**src/rtl/mem_bus_initiator_pkg.sv**
```systemverilog
// Protocol constants shared by the accelerator-side memory bus initiator:
// unit IDs, transfer opcodes and the command byte layout.
package mem_bus_initiator_pkg;

  localparam logic [1:0] MEM_ID = 2'b00;
  localparam logic [1:0] SHA_ID = 2'b01;
  localparam logic [1:0] AES_ID = 2'b10;

  typedef enum logic [1:0] {
    OP_RD_KEY  = 2'b00,
    OP_RD_TEXT = 2'b01,
    OP_WR_RES  = 2'b10,
    OP_OTHER   = 2'b11
  } opcode_e;

  localparam int CMD_ENC_BIT  = 7;
  localparam int CMD_DEST_LSB = 4;
  localparam int CMD_SRC_LSB  = 2;
  localparam int CMD_OP_LSB   = 0;

  typedef struct packed {
    logic [1:0]  op;
    logic        enc;
    logic [23:0] addr;
  } req_t;

  // Reads are addressed from the accelerator to memory; write results are
  // framed as if memory were sending to the accelerator.
  function automatic logic [7:0] build_cmd(input logic [1:0] op,
                                           input logic       enc,
                                           input logic [1:0] own);
    logic [7:0] cmd;
    cmd = '0;
    cmd[CMD_ENC_BIT] = enc;
    if (op == OP_WR_RES) begin
      cmd[CMD_DEST_LSB +: 2] = own;
      cmd[CMD_SRC_LSB +: 2]  = MEM_ID;
    end else begin
      cmd[CMD_DEST_LSB +: 2] = MEM_ID;
      cmd[CMD_SRC_LSB +: 2]  = own;
    end
    cmd[CMD_OP_LSB +: 2] = op;
    return cmd;
  endfunction

endpackage

```
**src/rtl/mem_bus_initiator_skid.sv**
```systemverilog
// One-entry valid/ready output register; a new word may replace the held
// word in the same cycle it is taken, so back-to-back streaming has no gaps.
module byte_skid_reg #(
  parameter int W = 8
) (
  input  logic         clk,
  input  logic         rst_n,
  input  logic         in_valid,
  input  logic [W-1:0] in_data,
  output logic         in_ready,
  output logic         out_valid,
  output logic [W-1:0] out_data,
  input  logic         out_ready
);

  logic         valid_reg;
  logic [W-1:0] data_reg;

  assign in_ready  = !valid_reg || out_ready;
  assign out_valid = valid_reg;
  assign out_data  = data_reg;

  always_ff @(posedge clk or negedge rst_n) begin
    if (!rst_n) begin
      valid_reg <= 1'b0;
      data_reg  <= '0;
    end else if (in_valid && in_ready) begin
      valid_reg <= 1'b1;
      data_reg  <= in_data;
    end else if (out_ready) begin
      valid_reg <= 1'b0;
    end
  end

endmodule

```
**src/rtl/mem_bus_initiator.sv**
```systemverilog
// Serialises one accelerator transfer request onto the shared byte bus
// (command + 3 address bytes), then streams write data or collects read data.
module mem_bus_initiator
  import mem_bus_initiator_pkg::*;
#(
  parameter logic [1:0] OWN_ID      = 2'b10,
  parameter int         LEN_W       = 8,
  parameter int         ACK_TIMEOUT = 1023
) (
  input  logic             clk,
  input  logic             rst_n,
  input  logic             in_req_valid,
  output logic             out_req_ready,
  input  logic [1:0]       in_req_opcode,
  input  logic             in_req_enc_type,
  input  logic [23:0]      in_req_addr,
  input  logic [LEN_W-1:0] in_req_len,
  output logic             out_bus_valid,
  output logic [7:0]       out_bus_data,
  input  logic             in_bus_ready,
  input  logic             in_bus_valid,
  input  logic [7:0]       in_bus_data,
  output logic             out_bus_ready,
  input  logic             in_wr_valid,
  input  logic [7:0]       in_wr_data,
  output logic             out_wr_ready,
  output logic             out_rd_valid,
  output logic [7:0]       out_rd_data,
  input  logic             in_rd_ready,
  input  logic             in_ack_valid,
  input  logic [1:0]       in_ack_id,
  output logic             out_busy,
  output logic             out_done,
  output logic             out_err
);

  localparam logic [2:0] ST_IDLE     = 3'd0;
  localparam logic [2:0] ST_CMD      = 3'd1;
  localparam logic [2:0] ST_ADDR     = 3'd2;
  localparam logic [2:0] ST_DATA_WR  = 3'd3;
  localparam logic [2:0] ST_DATA_RD  = 3'd4;
  localparam logic [2:0] ST_WAIT_ACK = 3'd5;
  localparam logic [2:0] ST_DONE     = 3'd6;

  localparam int TMO_W = (ACK_TIMEOUT < 2) ? 1 : $clog2(ACK_TIMEOUT + 1);
  localparam logic [TMO_W-1:0] TMO_LAST = TMO_W'((ACK_TIMEOUT == 0) ? 0 : ACK_TIMEOUT - 1);

  logic [2:0]       state_reg, state_next;
  logic             run_reg;
  req_t             req_reg;
  logic [LEN_W-1:0] len_reg;
  logic [1:0]       addr_cnt_reg, addr_cnt_next;
  logic [LEN_W-1:0] byte_cnt_reg, byte_cnt_next;
  logic [TMO_W-1:0] tmo_cnt_reg, tmo_cnt_next;
  logic             ack_reg, ack_next;
  logic             err_reg, err_next;

  logic             req_fire;
  logic             bus_load;
  logic [7:0]       bus_load_data;
  logic             bus_load_ready;
  logic             rd_load_ready;
  logic             rd_fire;
  logic             wr_fire;
  logic             byte_left;
  logic             ack_live;
  logic             ack_seen;
  logic             drained;
  logic [LEN_W-1:0] byte_cnt_inc;
  logic [LEN_W-1:0] rd_cnt_after;

  // Ready is held low until the first clock after reset release so that
  // every output reads 0 while reset is asserted.
  assign out_req_ready = (state_reg == ST_IDLE) && run_reg;
  assign req_fire      = in_req_valid && out_req_ready;
  assign out_busy      = (state_reg != ST_IDLE);

  assign byte_left    = (byte_cnt_reg < len_reg);
  assign byte_cnt_inc = byte_cnt_reg + LEN_W'(1);
  assign ack_live     = in_ack_valid && (in_ack_id == MEM_ID);
  assign ack_seen     = ack_reg || ack_live;

  assign out_wr_ready  = (state_reg == ST_DATA_WR) && bus_load_ready && byte_left;
  assign wr_fire       = in_wr_valid && out_wr_ready;
  assign out_bus_ready = (state_reg == ST_DATA_RD) && rd_load_ready && byte_left;
  assign rd_fire       = in_bus_valid && out_bus_ready;
  assign rd_cnt_after  = rd_fire ? byte_cnt_inc : byte_cnt_reg;

  assign drained  = !out_rd_valid && !out_bus_valid;
  assign out_done = (state_reg == ST_DONE) && drained;
  assign out_err  = out_done && err_reg;

  byte_skid_reg #(.W(8)) u_bus_out (
    .clk       (clk),
    .rst_n     (rst_n),
    .in_valid  (bus_load),
    .in_data   (bus_load_data),
    .in_ready  (bus_load_ready),
    .out_valid (out_bus_valid),
    .out_data  (out_bus_data),
    .out_ready (in_bus_ready)
  );

  byte_skid_reg #(.W(8)) u_rd_out (
    .clk       (clk),
    .rst_n     (rst_n),
    .in_valid  (rd_fire),
    .in_data   (in_bus_data),
    .in_ready  (rd_load_ready),
    .out_valid (out_rd_valid),
    .out_data  (out_rd_data),
    .out_ready (in_rd_ready)
  );

  always_comb begin
    state_next    = state_reg;
    addr_cnt_next = addr_cnt_reg;
    byte_cnt_next = byte_cnt_reg;
    tmo_cnt_next  = tmo_cnt_reg;
    ack_next      = ack_reg;
    err_next      = err_reg;
    bus_load      = 1'b0;
    bus_load_data = in_wr_data;

    if (((state_reg == ST_DATA_RD) || (state_reg == ST_WAIT_ACK)) && ack_live) begin
      ack_next = 1'b1;
    end

    case (state_reg)
      ST_IDLE: begin
        if (req_fire) begin
          if (in_req_opcode == OP_OTHER) begin
            state_next = ST_DONE;
            err_next   = 1'b1;
          end else begin
            state_next = ST_CMD;
          end
        end
      end

      ST_CMD: begin
        bus_load      = bus_load_ready;
        bus_load_data = build_cmd(req_reg.op, req_reg.enc, OWN_ID);
        if (bus_load_ready) begin
          state_next    = ST_ADDR;
          addr_cnt_next = 2'd0;
        end
      end

      ST_ADDR: begin
        bus_load = bus_load_ready;
        case (addr_cnt_reg)
          2'd0:    bus_load_data = req_reg.addr[7:0];
          2'd1:    bus_load_data = req_reg.addr[15:8];
          default: bus_load_data = req_reg.addr[23:16];
        endcase
        if (bus_load_ready) begin
          if (addr_cnt_reg == 2'd2) begin
            byte_cnt_next = '0;
            tmo_cnt_next  = '0;
            if (req_reg.op == OP_WR_RES) begin
              state_next = (len_reg == '0) ? ST_DONE : ST_DATA_WR;
            end else begin
              state_next = (len_reg == '0) ? ST_WAIT_ACK : ST_DATA_RD;
            end
          end else begin
            addr_cnt_next = addr_cnt_reg + 2'd1;
          end
        end
      end

      ST_DATA_WR: begin
        bus_load      = wr_fire;
        bus_load_data = in_wr_data;
        if (wr_fire) begin
          byte_cnt_next = byte_cnt_inc;
          if (byte_cnt_inc == len_reg) begin
            state_next = ST_DONE;
          end
        end
      end

      ST_DATA_RD: begin
        byte_cnt_next = rd_cnt_after;
        // An ack alongside the final byte is a clean finish; earlier is short.
        if (rd_cnt_after == len_reg) begin
          state_next = ack_seen ? ST_DONE : ST_WAIT_ACK;
        end else if (ack_seen) begin
          state_next = ST_DONE;
          err_next   = 1'b1;
        end
      end

      ST_WAIT_ACK: begin
        if (ack_seen) begin
          state_next = ST_DONE;
        end else if ((ACK_TIMEOUT != 0) && (tmo_cnt_reg == TMO_LAST)) begin
          state_next = ST_DONE;
          err_next   = 1'b1;
        end else begin
          tmo_cnt_next = tmo_cnt_reg + TMO_W'(1);
        end
      end

      ST_DONE: begin
        if (drained) begin
          state_next    = ST_IDLE;
          ack_next      = 1'b0;
          err_next      = 1'b0;
          byte_cnt_next = '0;
          addr_cnt_next = 2'd0;
          tmo_cnt_next  = '0;
        end
      end

      default: state_next = ST_IDLE;
    endcase
  end

  always_ff @(posedge clk or negedge rst_n) begin
    if (!rst_n) begin
      state_reg    <= ST_IDLE;
      run_reg      <= 1'b0;
      req_reg      <= '0;
      len_reg      <= '0;
      addr_cnt_reg <= 2'd0;
      byte_cnt_reg <= '0;
      tmo_cnt_reg  <= '0;
      ack_reg      <= 1'b0;
      err_reg      <= 1'b0;
    end else begin
      state_reg    <= state_next;
      run_reg      <= 1'b1;
      addr_cnt_reg <= addr_cnt_next;
      byte_cnt_reg <= byte_cnt_next;
      tmo_cnt_reg  <= tmo_cnt_next;
      ack_reg      <= ack_next;
      err_reg      <= err_next;
      if (req_fire) begin
        req_reg.op   <= in_req_opcode;
        req_reg.enc  <= in_req_enc_type;
        req_reg.addr <= in_req_addr;
        len_reg      <= in_req_len;
      end
    end
  end

endmodule

```
**config.mk**
```make
export PLATFORM = sky130hd
export DESIGN_NAME = mem_bus_initiator
export DESIGN_NICKNAME = d
export VERILOG_FILES = /design/src/rtl/mem_bus_initiator_pkg.sv /design/src/rtl/mem_bus_initiator_skid.sv /design/src/rtl/mem_bus_initiator.sv
export SDC_FILE = /design/constraint.sdc
export NUM_CORES = 1
export LEC_CHECK = 0
export ABC_AREA = 1
export CAP_MARGIN = 20
export CORE_ASPECT_RATIO = 1.1
export CORE_UTILIZATION = 48
export DETAILED_ROUTE_END_ITERATION = 10
export PLACE_DENSITY = 0.77
export SYNTH_ARGS = -nofsm -noshare
export SYNTH_HDL_FRONTEND = slang
export SYNTH_SLANG_ARGS = --single-unit
```
**constraint.sdc**
```tcl
create_clock -name clk -period 2.2 [get_ports clk]
set_input_delay 0.55 -clock clk [delete_from_list [all_inputs] [get_ports clk]]
set_output_delay 0.55 -clock clk [all_outputs]
set_load 0.03 [all_outputs]
```
== Yosys cells after proc, flatten, opt, wreduce, memory -nomap -nowiden ==
Index checks and enable logic that the tools add are counted.

* Reduce and logical (&&, ||, !) cells: 38
* Eq/ne operators: 29
* Divide/modulo/power cells: 0
* Shift operators: 0
* Multiplexer cells: 53
* Bitwise operators: 0
* $lt $le $gt $ge: 1
* $mul: 0
* $add $sub $neg: 3

{| class="wikitable"
|+ Operators by type and width
! kind !! count
|-
| 2-to-1 mux 10 bit || 5
|-
| 2-to-1 mux 3 bit || 14
|-
| 2-to-1 mux 8 bit || 5
|-
| one-hot mux 8 bit (2 select lines) || 2
|-
| one-hot mux 8 bit (4 select lines) || 1
|-
| one-hot mux 10 bit (3 select lines) || 1
|-
| inequality test 2 bit (second input constant) || 11
|-
| one-hot mux 3 bit (7 select lines) || 1
|-
| equality test 8 bit || 2
|-
| logical AND 1 bit || 15
|-
| 2-to-1 mux 1 bit || 15
|-
| adder 10 x 1 -> 10 bit (second input constant) || 1
|-
| equality test 10 bit (second input constant) || 1
|-
| 2-to-1 mux 2 bit || 5
|-
| AND reduction 5 bit || 2
|-
| equality test 3 bit (second input constant) || 3
|-
| AND reduction 9 bit || 1
|-
| nonzero test 3 bit || 3
|-
| adder 8 x 1 -> 8 bit (second input constant) || 1
|-
| zero test 8 bit || 1
|-
| less-than comparator 8 bit || 1
|-
| AND reduction 8 bit || 1
|-
| nonzero test 4 bit || 2
|-
| equality test 2 bit (second input constant) || 3
|-
| 17 further kinds || 27
|}

* Memories kept: 0
* Output and inout port bits: 24
* Word-level logic and storage cells: 139
* Bits in writable memories: 0
* Register bits: 79
* Bits in latches: 0
* Memory bits (read-only): 0

== Logic depth before layout (Yosys ltp) ==
* Depth after elaboration: 9
* Mapped depth: 21

== Hierarchy ==
Synthesis repeated with hierarchy kept, for this count alone.

* Cells, all modules: 587
* Area total of the unflattened synthesis: 4705.8 um^2

{| class="wikitable"
|+ Modules (own cells, without submodules)
! module !! instances !! cells each !! area an instance (um^2)
|-
| mem_bus_initiator || 1 || 509 || 3970.1
|-
| byte_skid_reg || 2 || 39 || 367.9
|}

== Worst setup path after synthesis ==
No wires, ideal clock.

* Path type: register -> register
* Start: register state_reg[1]
* End: register state_reg[2]
* Slack: -0.097 ns
* Stages on the path, launching flop included: 15
* Library setup time: 0.124 ns
* Data arrival time: 2.173 ns
* Clock period less this slack: 2.297 ns
* Cells stage by stage: dfrtp_1 > nor2_4 > inv_1 > nor2_1 > inv_2 > nor2_1 > nand2_1 > inv_1 > nor2_1 > inv_1 > nand3_1 > a21oi_1 > nand2_2 > nand2_1 > o21ai_2

{| class="wikitable"
|+ RTL lines
! what !! line !! source
|-
| from (decl) || mem_bus_initiator.sv:48 || <nowiki>logic [2:0] state_reg, state_next;</nowiki>
|-
| from (signal assigned) || mem_bus_initiator.sv:232 || <nowiki>state_reg <= state_next;</nowiki>
|-
| zero test 3 bit || mem_bus_initiator.sv:74 || <nowiki>assign out_req_ready = (state_reg == ST_IDLE) && run_reg;</nowiki>
|-
| logical AND 1 bit || mem_bus_initiator.sv:74 ||
|-
| named net out_req_ready || mem_bus_initiator.sv:13 || <nowiki>output logic out_req_ready,</nowiki>
|-
| logical AND 1 bit || mem_bus_initiator.sv:75 || <nowiki>assign req_fire = in_req_valid && out_req_ready;</nowiki>
|-
| inequality test 2 bit (no line) || - ||
|-
| AND reduction 9 bit (no line) || - ||
|}

The timed path passes the listed nets, and every way through them passes these cells.
A chain may end at the register's enable or synchronous reset.

== Final worst setup path ==
* Start: register byte_cnt_reg[6]
* End: output out_wr_ready

* Word-level cells in the longest chain between the ends: 2

{| class="wikitable"
|+ RTL lines
! what !! line !! source
|-
| from (decl) || mem_bus_initiator.sv:53 || <nowiki>logic [LEN_W-1:0] byte_cnt_reg, byte_cnt_next;</nowiki>
|-
| from (signal assigned) || mem_bus_initiator.sv:235 || <nowiki>byte_cnt_reg <= byte_cnt_next;</nowiki>
|-
| less-than comparator 8 bit || mem_bus_initiator.sv:78 || <nowiki>assign byte_left = (byte_cnt_reg < len_reg);</nowiki>
|-
| logical AND 1 bit || mem_bus_initiator.sv:83 || <nowiki>assign out_wr_ready = (state_reg == ST_DATA_WR) && bus_load_ready && byte_left;</nowiki>
|-
| to (decl) || mem_bus_initiator.sv:26 || <nowiki>output logic out_wr_ready,</nowiki>
|}

Every way passes these cells.

==> impl_results.md <==
* Die X at between 90 and 100 um
* First-pass GRT wire length at around 22000 um
* Sequential cell area at 1979 um^2
* Port buffer count at 84
* #FFs+latches synth at between 70 and 80
* Post-detailed-placement half-perimeter wirelength at 10020 um
* Final design utilization at 69.98%
* Basic-gate share of the synthesized area counting and, or, nand and nor cells at 28.88%
* Number of detailed-routing iterations run before antenna repair at 7
* Routed wire length at 13630 um
* Share of the clock period used by the worst path at 112.7%
* Number of cells in the design after placement at 886
* Die Area at 10180 um^2
* Leakage power at around 3.2 nW
* Crit Reg-Reg Startpoint: byte_cnt_reg[6]
* Initial Utilization at about half
* XOR/XNOR Fraction of Synth Area at 0.7461%
* Cells after synthesis at 636
* Clock root buffer: clkbuf_8
* Sink count of the clock tree at 79
* Average size of a mapped cell at 7.383 um^2
* Maximum number of pins on one net before global-route repair at between 60 and 70
* Total GRT Usage at 28.57%
* Maximum fanout along the worst path at 2
* Synth Cell Area at 4696 um^2
* Non-Filler Instances at approximately 920
* TritonCTS clock tree: done
* Run status: finished, violations left
* Number of H-tree levels at 3
* Share of cells above drive strength 1 at 20.10%
* Longest Clk Path Bufs at 2
* Via count of the first global-routing pass at 4774
* Final worst slack at -0.2802 ns
* Final antenna-violating net count at 0
* Highest ir drop seen on vdd at 0.7241 mV
* Count of endpoints failing hold in the final timing report at 0
* Worst slack at placement at -0.3010 ns
* Number of buffers added to fix hold violations after cts at 0
* Clock buffer count from CTS at 9
* DR WL/cell at between 10 and 15 um
* Tmin final at 2.480 ns
* Via count at 4852
* Multi-input gate area at around 2400 um^2
* Residual DRC count at 0
* Overflow left after global routing at 0
* Worst-Skew Late Latency at 0.38 ns
* Max Fclk at 403.2 MHz
* Fraction of the yosys area taken by sequential cells at between 40% and 50%
* Kind of start point of the critical path: flop
* Portion of netlist area occupied by mux cells at 0%
* Count of warnings emitted by yosys at 0
* Number of different library cells in the post-synthesis netlist at approximately 40
* Standard-cell row count at 37
* Max reg flops at 27
* Layout Area Growth over Synthesis at 40.74%
* Starting DRT DRC Count at 345
* Setup repair after global routing missed its margin: yes
* Clock Skew at 0.01232 ns
* Number of antenna violations at the first check in global routing at 0
* Count of nets after finishing at 872
* Pins over their slew limit at 0
* Required time of the worst setup path at around 1.7 ns
* RePlAce Congestion at 0.9316
* Top Ports at 85
* Overall die height at 105.7 um
* Largest family of logic cells by synthesized area: simple AND/OR/NAND/NOR gates
* Final worst hold slack at 0.1181 ns
* Finish-stage setup viols at 14
* Violated checks: negative setup slack
* Net Count, Synth at 712
* Category of the critical setup timing path: flop to primary output
* Power per cell area at 1365 nW/um^2
* Endpoint arrival time on the critical path at 1.93 ns
* Clock-pin slew of the registers on the worst-case setup and hold paths at 0.09 ns
* Fill cell instance count of the final layout at about 750
* Number of diodes added for antenna fixing at 0
* Routed via count divided by cell count at between 5 and 6
* Number of max-cap violations at 0
* HP Class: primary input to asynchronous set/reset pin
* Compound-gate portion of the synthesized area at between 10 and 15%
* Synthesized-area fraction occupied by adder cells at 3.997%
* Critical path endpoint category: primary output
* Core area at 9444 um^2
* Critical Path Start: byte_cnt_reg[6]
==> cells in the mapped netlist (all sizes together) <==
master   instances  area share [%]
o21ai           67             7.4
o22ai           14             1.9
xor2             4            0.75
inv             96             7.7
nand3b           2            0.59
nand2          187              15
nor3            10             1.2
or2              1            0.13
nand4            7             1.3
o2111ai          1            0.19
dfrtp           79              42
o221ai           1            0.19
o21a             1            0.16
ha              15             4.0
a31oi            4            0.53
o31ai            1            0.16
clkinv           4            0.43
conb             1           0.080
clkbuf           4            0.32
and3             4            0.53
nor2            57             5.7
a21oi           21             2.5
a41oi            5            0.93
buf             12             1.7
nor4             2            0.27
nand3           35             3.7
a211oi           1            0.16
==> final cells by class <==
class | count | area share, %
Tap cell | 117 | 2.215
Clock inverter | 6 | 1.761
Inverter | 100 | 5.755
Clock buffer | 10 | 2.083
Timing Repair Buffer | 164 | 22.38
Sequential cell | 79 | 29.95
Multi-Input combinational cell | 442 | 35.86
==> path summary, 6_finish.rpt <==
check	end	slack, ns	cells after the start
max	out_wr_ready	-0.28	9
min	req_reg[12]	0.12	1
max reg2reg	state_reg[0]	-0.21	15
min reg2reg	u_rd_out.out_data[6]	0.48	2
max in group asynchronous	byte_cnt_reg[5]	1.47	2
min in group clk	u_rd_out.out_data[6]	0.48	2
==> stage by stage <==
step / area, um^2 / setup TNS [ns] / total power [W]
final: 6609 / -1.560 / 0.009021
after global routing: 6609 / -4.110 / 0.009653
after CTS: 6442 / -1.552 / 0.008702
after detailed placement: 6116 / -1.681 / 0.007190
after global placement: 6116 / -1.157 / 0.007050
after floorplan: 4702 / 0 / 0.005257
==> layer usage <==
metal  share of wire [%]  vias up  wire length [um]  global-route usage [%]
met4                 3.3        0               450                   12.82
met2                  50      194              6756                   46.40
met3                 5.6       39               768                   5.556
met5                   0        -                 0                       0
met1                  42     2252              5659                   36.43
li1                    -     2367                 -                       -
==> critical path, cell delays in order (launching register included) <==
cell and delay (ns):
dfrtp_1 0.39, ha_1 0.31, nand2_2 0.09, inv_2 0.05, nand2_1 0.07, nand3_2 0.08
a21oi_2 0.12, buf_4 0.14, and3_4 0.17, buf_6 0.12
==> power by group <==
| part | total [W] | internal, W | switching, W |
|---|---|---|---|
| combinational | 0.00525 | 0.00216 | 0.00308 |
| clock | 0.00139 | 0.000792 | 0.000595 |
| sequential | 0.00239 | 0.00203 | 0.000361 |
| total | 0.00902 | 0.00498 | 0.00404 |
==> placed cells by master (no fill, tap or decap), types with 10 or more instances in the layout <==
cell,n
a21oi_1,15
buf_4,80
clkbuf_8,10
clkdlybuf4s50_1,77
dfrtp_1,77
ha_1,13
inv_1,89
nand2_1,173
nand2_2,12
nand3_1,34
nor2_1,42
o21ai_0,62
o22ai_1,14
==> logic make-up (layout without fill, tap and decap cells) <==
kind of cell / Yosys count / count (layout)
simple gates: 305 / 305
compound gates: 116 / 117
buf+inv: 116 / 280
flops: 79 / 79
fa+ha+maj: 15 / 15
xor+xnor: 4 / 4
other cells: 1 / 1
==> repair_timing <==
item,4_1_cts,5_1_grt
resized for setup,12,22
cloned,0,1
pin swaps,9,6
buffers inserted,5,10
setup endpoints to repair,17,26
Note: power is estimated with default switching activity, not from simulation.
